--- src/rtl/conv_window_gen.sv ---
// rtl/conv_window_gen.sv - streaming 3x3 window generator for the float conv datapath
//
// Purpose:
//   Accepts a raster-order pixel stream and buffers the two previous image
//   rows. For every interior pixel (row >= 2, col >= 2) it presents the 3x3
//   neighbourhood on data_out0..data_out8 with a one-cycle valid_out strobe.
//   "Valid" convolution: (IMG_WIDTH-2)*(IMG_HEIGHT-2) windows per frame.
//   Pixel words are opaque bits and are never interpreted.
//
// Parameters:
//   DATA_WIDTH  pixel word width
//   IMG_WIDTH   pixels per row   (>= 3)
//   IMG_HEIGHT  rows per frame   (>= 3)
//
// Ports:
//   clk                   rising-edge clock
//   rst                   synchronous active-high reset
//   data_in   [DW-1:0]    pixel, raster order
//   valid_in              data_in accepted on this edge (no backpressure)
//   data_out0..8 [DW-1:0] window, row-major; 0 = top-left, 8 = newest pixel
//   valid_out             one-cycle strobe: window complete
//   frame_done            one-cycle strobe with the last window of a frame
//                         (present only with CONV_WINDOW_FRAME_DONE_EN)
//
// Configuration macro:
//   CONV_WINDOW_FRAME_DONE_EN  adds the frame_done output and its logic.

module conv_window_gen #(
  parameter int DATA_WIDTH = 32,
  parameter int IMG_WIDTH  = 32,
  parameter int IMG_HEIGHT = 32
) (
  input  logic                  clk,
  input  logic                  rst,
  input  logic [DATA_WIDTH-1:0] data_in,
  input  logic                  valid_in,
  output logic [DATA_WIDTH-1:0] data_out0,
  output logic [DATA_WIDTH-1:0] data_out1,
  output logic [DATA_WIDTH-1:0] data_out2,
  output logic [DATA_WIDTH-1:0] data_out3,
  output logic [DATA_WIDTH-1:0] data_out4,
  output logic [DATA_WIDTH-1:0] data_out5,
  output logic [DATA_WIDTH-1:0] data_out6,
  output logic [DATA_WIDTH-1:0] data_out7,
  output logic [DATA_WIDTH-1:0] data_out8,
`ifdef CONV_WINDOW_FRAME_DONE_EN
  output logic                  frame_done,
`endif
  output logic                  valid_out
);

  localparam int COL_W = (IMG_WIDTH  > 1) ? $clog2(IMG_WIDTH)  : 1;
  localparam int ROW_W = (IMG_HEIGHT > 1) ? $clog2(IMG_HEIGHT) : 1;

  localparam logic [COL_W-1:0] COL_LAST = COL_W'(IMG_WIDTH - 1);
  localparam logic [ROW_W-1:0] ROW_LAST = ROW_W'(IMG_HEIGHT - 1);
  localparam logic [COL_W-1:0] COL_TWO  = COL_W'(2);
  localparam logic [ROW_W-1:0] ROW_TWO  = ROW_W'(2);

  // Position of the pixel currently on data_in within the frame.
  logic [COL_W-1:0] col;
  logic [ROW_W-1:0] row;

  // Reset has priority: a pixel presented together with rst is dropped.
  logic accept;
  logic col_wrap;
  logic row_wrap;
  logic window_hit;

  assign accept     = valid_in && !rst;
  assign col_wrap   = (col == COL_LAST);
  assign row_wrap   = (row == ROW_LAST);
  // Column-edge positions never form a window, so no window straddles rows.
  assign window_hit = accept && (row >= ROW_TWO) && (col >= COL_TWO);

  // ---------------------------------------------------------------------------
  // Raster counters
  // ---------------------------------------------------------------------------
  always_ff @(posedge clk) begin
    if (rst) begin
      col <= '0;
      row <= '0;
    end else if (accept) begin
      if (col_wrap) begin
        col <= '0;
        // Wrapping at the last pixel lets the next frame follow with no idle.
        if (row_wrap) begin
          row <= '0;
        end else begin
          row <= row + ROW_W'(1);
        end
      end else begin
        col <= col + COL_W'(1);
      end
    end
  end

  // ---------------------------------------------------------------------------
  // Line buffers
  //   lb0[c] holds row r-1, lb1[c] holds row r-2. Contents are not reset:
  //   after a reset row restarts at 0, so rows 0 and 1 overwrite every entry
  //   before the first window can read them.
  // ---------------------------------------------------------------------------
  logic [DATA_WIDTH-1:0] lb0 [IMG_WIDTH];
  logic [DATA_WIDTH-1:0] lb1 [IMG_WIDTH];

  logic [DATA_WIDTH-1:0] tap_top;
  logic [DATA_WIDTH-1:0] tap_mid;
  logic [DATA_WIDTH-1:0] tap_bot;

  // Taps are read before this edge's write to the same index lands.
  assign tap_top = lb1[col];
  assign tap_mid = lb0[col];
  assign tap_bot = data_in;

  always_ff @(posedge clk) begin
    if (accept) begin
      lb1[col] <= lb0[col];
      lb0[col] <= data_in;
    end
  end

  // ---------------------------------------------------------------------------
  // 3x3 window register array, row-major: win[0..2] top row, win[6..8]
  // bottom row. On accept each row shifts left and loads its tap at the right.
  // Gaps leave the array untouched so the outputs hold.
  // ---------------------------------------------------------------------------
  logic [DATA_WIDTH-1:0] win [9];

  always_ff @(posedge clk) begin
    if (rst) begin
      for (int i = 0; i < 9; i++) begin
        win[i] <= '0;
      end
    end else if (accept) begin
      win[0] <= win[1];
      win[1] <= win[2];
      win[2] <= tap_top;
      win[3] <= win[4];
      win[4] <= win[5];
      win[5] <= tap_mid;
      win[6] <= win[7];
      win[7] <= win[8];
      win[8] <= tap_bot;
    end
  end

  assign data_out0 = win[0];
  assign data_out1 = win[1];
  assign data_out2 = win[2];
  assign data_out3 = win[3];
  assign data_out4 = win[4];
  assign data_out5 = win[5];
  assign data_out6 = win[6];
  assign data_out7 = win[7];
  assign data_out8 = win[8];

  // ---------------------------------------------------------------------------
  // Valid strobe: registered alongside the window it qualifies.
  // ---------------------------------------------------------------------------
  always_ff @(posedge clk) begin
    if (rst) begin
      valid_out <= 1'b0;
    end else begin
      valid_out <= window_hit;
    end
  end

`ifdef CONV_WINDOW_FRAME_DONE_EN
  // Last pixel of the frame is always an interior position, so this strobe
  // coincides with the final valid_out of the frame.
  always_ff @(posedge clk) begin
    if (rst) begin
      frame_done <= 1'b0;
    end else begin
      frame_done <= accept && col_wrap && row_wrap;
    end
  end
`endif

endmodule

--- config.mk ---
export PLATFORM = sky130hd
export DESIGN_NAME = conv_window_gen
export DESIGN_NICKNAME = d
export VERILOG_FILES = /design/src/rtl/conv_window_gen.sv
export SDC_FILE = /design/constraint.sdc
export NUM_CORES = 2
export LEC_CHECK = 0
export CAP_MARGIN = 20
export CORE_ASPECT_RATIO = 1.5
export CORE_UTILIZATION = 46
export DETAILED_ROUTE_END_ITERATION = 6
export PLACE_DENSITY = 0.73
export SLEW_MARGIN = 20
export SYNTH_ARGS = -nofsm -noshare
export SYNTH_HDL_FRONTEND = slang
export SYNTH_SLANG_ARGS = --single-unit
--- constraint.sdc ---
create_clock -name clk -period 5.3 [get_ports clk]
set_input_delay 0.795 -clock clk [delete_from_list [all_inputs] [get_ports clk]]
set_output_delay 0.795 -clock clk [all_outputs]
set_load 0.02 [all_outputs]
## After elaboration in Yosys (flattened, before gate mapping)

Memory sizes are Yosys's and may differ from the RTL's. A register that Yosys moved wholly into a read port is not among the register bits.
Index checks and enable logic that the tools add are counted.

- $add $sub $neg: 2
- $lt $le $gt $ge: 2
- Eq/ne operators: 2
- Multiplexer cells: 21
- Bitwise operators: 9
- Reductions and logical operators: 5

Operator list:

| operator | count |
|---|---|
| $mux W32 | 9 |
| $mux W5 | 6 |
| $add A5 B1 Y5 const B | 2 |
| $eq A5 B5 Y1 const B | 2 |
| $ge A5 B2 Y1 const B | 2 |
| $or A1 B1 Y1 | 9 |
| $mux W1 | 6 |
| $logic_and A1 B1 Y1 | 3 |
| $reduce_and A2 Y1 | 1 |
| $logic_not A1 Y1 | 1 |

- Flip-flop bits (word level): 11
- Bits in writable memories: 2336
- Output and inout port bits: 289
- Memories: 3

Memories:

| memory | depth | bits a word | rd ports | clocked after Yosys merged registers in | write ports | RTL line | text |
|---|---|---|---|---|---|---|---|
| lb0 | 32 | 32 | 1 | 1 | 1 | 104 | `logic [DATA_WIDTH-1:0] lb0 [IMG_WIDTH];` |
| lb1 | 32 | 32 | 1 | 1 | 1 | 105 | `logic [DATA_WIDTH-1:0] lb1 [IMG_WIDTH];` |
| win | 9 | 32 | 9 | 0 | 9 | 128 | `logic [DATA_WIDTH-1:0] win [9];` |

## Depth between registers and ports, before layout

- Word-level depth: 6
- Mapped depth: 9
- Gate-level depth less buffers: 7

## Worst setup path before layout

Ideal clock, no wire load.

- Path kind: input to register
- Start point: input port valid_in
- End point: memory win[0][0], enable pin
- Data arrival time: 4454 ps
- Required time: 4769 ps
- Path slack: 315 ps
- Stages: 2
- Path through: buf_2 > or2_2

RTL lines:

| item | RTL line | text |
|---|---|---|
| start: declaration | 36 | `input logic valid_in,` |
| end: declaration | 128 |  |

==> flow_summary_export.csv <==
group,metric,value,unit
layout,nFillCells,14300,
hold_path,hold_class,"input pin to flip-flop",
clocking,htree_levels,4,
power,p_per_area,376,mW/mm²
place,placed_cells,6884,
synthesis,ys_types,54,
drt,antenna_left,0,
synthesis,synth_top_area_share,0.787,
run_status,status,"completed",
layout,multiInputGateArea,0.0176,mm²
layout,area_growth,15.8,%
drt,drt_wl_total,235000,µm
place,hpwlAfterDp,142000,µm
layout,seq_area,0.0705,mm²
floorplan,dieArea,0.195,mm²
drt,wire_per_inst,32.4,µm
timing,fin_skew,0.0532,ns
setup_path,worstSetupStartpointType,"flip-flop",
layout,utilization,0.536,
synthesis,synth-async-reset-ratio,0,
drt,dr.first_iter.drc_count,5763,
global_route,grtUsageTotal,0.239,
clocking,clkTransAtPathRegs,0.06,ns
synthesis,yosys_warnings,0,
job,cap_viol_max_count,0,
timing,fin_crit_sh,0.729,
synthesis,yosysSeqAreaShare,0.791,
synthesis,avgSynthCellArea,21.7,µm²
setup_path,worstSetupEndpointType,"flip-flop",
timing,whs,0.481,ns
global_route,grt_max_degree,115,
clocking,postCtsResizedCells,0,
drt,drc_errors,0,
clocking,cts_made_buffers,212,
drt,viasPerCell,6.17,
power,clkPwrFrac,0.397,
global_route,grt_pass1_wl,333000,µm
synthesis,synthFlopType,"edfxtp_1",
drt,vias,44800,
power,p_total,38.7,mW
clocking,cts_root_buf,"clkbuf_16",
layout,drive_gt1_frac,0.218,
synthesis,ys_top_cells_by_area,"edfxtp_1 (79%), mux4_2 (10%), mux2i_1 (2.2%)",
power,p_sw_frac,0.217,
setup_path,critical_path_arrival,4.36,ns
clocking,post_cts_buffers,0,
synthesis,synth_edf_count,2336,
floorplan,core,0.192,mm²
setup_path,critPathKind,"flip-flop to flip-flop",
setup_path,crit_slowest_cell,"nor4b_1",
global_route,grt_pass1_vias,45400,
setup_path,critPathMaxStageDelay,0.89,ns
layout,mostFrequentLayoutCells,"edfxtp_1 (2,336), mux4_2 (411), clkdlybuf4s50_1 (310), and2_1 (236), clkbuf_16 (214)",
clocking,clock_sinks,2352,
floorplan,die_w,361,µm
timing,drv_slew,0,
floorplan,pin_count,324,
floorplan,start_util,0.463,
synthesis,synth_fp_nets,4146,
place,place_area,0.0963,mm²
setup_path,cp.required,5.80,ns
timing,timing.fmax,259,MHz
floorplan,die-height,541,µm
timing,setup_viol,0,
synthesis,synth_top_area_cell,"edfxtp_1",
clocking,clk_latency,0.88,ns
hold_path,worstHoldStart,"data_in[29]",
layout,fin_cells,7272,
clocking,clock_tree.buffer_depth,4,
layout,nets,4654,
timing,finalHoldViolCount,0,
timing,fin_crit,3.86,ns
timing,tns,0,ns
synthesis,synth-seq-cells,2352,
setup_path,path_max_fanout,65,
synthesis,syn_inst,4103,
drt,first_pass_iters,6,
power,switchingPower,8.42,mW
setup_path,path_cells,"buf_12, buf_4, mux4_2, o22ai_1, o21ai_0, nor4b_1",
global_route,antenna_found_initial,9,
place,portBuffers,323,
layout,mostFrequentLayoutCell,"edfxtp_1",
place,post-place-ws,0.973,ns
synthesis,synth_area,0.0891,mm²
timing,slew_headroom,0.246,
timing,fin_ws,1.44,ns
timing,rsz0062_at_grt,"no",
power,p_int,30.3,mW
power,ir_worst_vdd,296,µV
clocking,cts_tree,"done",
power,power_frac_seq,0.542,
timing,tightest_slew,1.13,ns
power,p_leak,32.3,nW
power,power_frac_comb,0.061,
floorplan,placementRows,197,
clocking,hold_buffers,0,
global_route,gr-total-overflow,0,
place,gp_congestion,0.839,
layout,finalInstanceArea,0.103,mm²
-- sequential cells by signal (all words and copies together), names as in the netlist, named ones only --
register   count
lb1         1024
valid_out      1
col            5
win          288
lb0         1024
row            5
-- layout make-up --
cell class | count | share of cell area
well taps | 2487 | 0.0302
inverters | 4 | 0.000146
flip-flops and latches | 2352 | 0.683
clock buffers | 248 | 0.0532
clock inverters | 134 | 0.0131
multi-input cells | 1520 | 0.171
diodes | 6 | 0.000146
repair buffers | 521 | 0.0488
-- worst paths after layout --
| path | cells after the start | slack, ns | end |
|---|---|---|---|
| hold / removal | 1 | 0.48 | lb0[2][29]$_DFFE_PP_ |
| hold reg to reg | 2 | 0.48 | row[4]$_SDFFE_PP0P_ |
| setup reg to reg | 6 | 1.44 | win[0][77]$_SDFFCE_PN0P_ |
| setup / recovery | 6 | 1.44 | win[0][77]$_SDFFCE_PN0P_ |
-- layer usage --
layer,GRT usage,vias to the layer above,routed length (µm)
met5,0,-,54
met4,0.111,8,12100
met3,0.0395,572,20000
met1,0.289,23500,81000
li1,-,18100,-
met2,0.419,2625,122000
-- kinds of logic (layout without fill, tap and decap cells) --
family | Yosys count | in the layout | share of synthesized area
AOI/OAI and AO/OA | 344 | 344 | 0.0279
and+or+nand+nor | 531 | 531 | 0.0342
other | 0 | 6 | 0
DFF | 2352 | 2352 | 0.791
adders and majority gates | 8 | 8 | 0.00112
muxes | 637 | 637 | 0.130
buffers and inverters | 231 | 907 | 0.0160
-- synth_stat cells (17+ instances only) --
cell type and instances:
a21oi_1 21, a22o_1 17, a22oi_1 78, and2_1 236, buf_2 52, buf_4 19
buf_6 53, clkbuf_1 91, edfxtp_1 2336, mux2_2 28, mux2i_1 198, mux4_2 411
nand2_1 49, nor2_1 63, nor3_1 63, nor4_1 38, o221ai_1 29, o22a_1 29
o22ai_1 113
-- power by group through the flow --
stage / registers, mW / logic [mW] / clock network (mW)
after CTS: 21.0 / 2.37 / 15.5
after global routing: 21.0 / 2.46 / 16.2
final: 21.0 / 2.36 / 15.4
after global placement: 21.4 / 2.32 / 0
after floorplan: 21.5 / 1.12 / 0
after detailed placement: 21.4 / 2.36 / 0
-- worst max-delay path: cells and delay by family, from the launching register on --
kind / cells / cell delay [ns]
simple gates: 1 / 0.89
buf+inv: 2 / 0.86
flops: 1 / 0.84
compound gates: 2 / 0.47
mux: 1 / 0.31
Power figures use the tool's default switching activity.
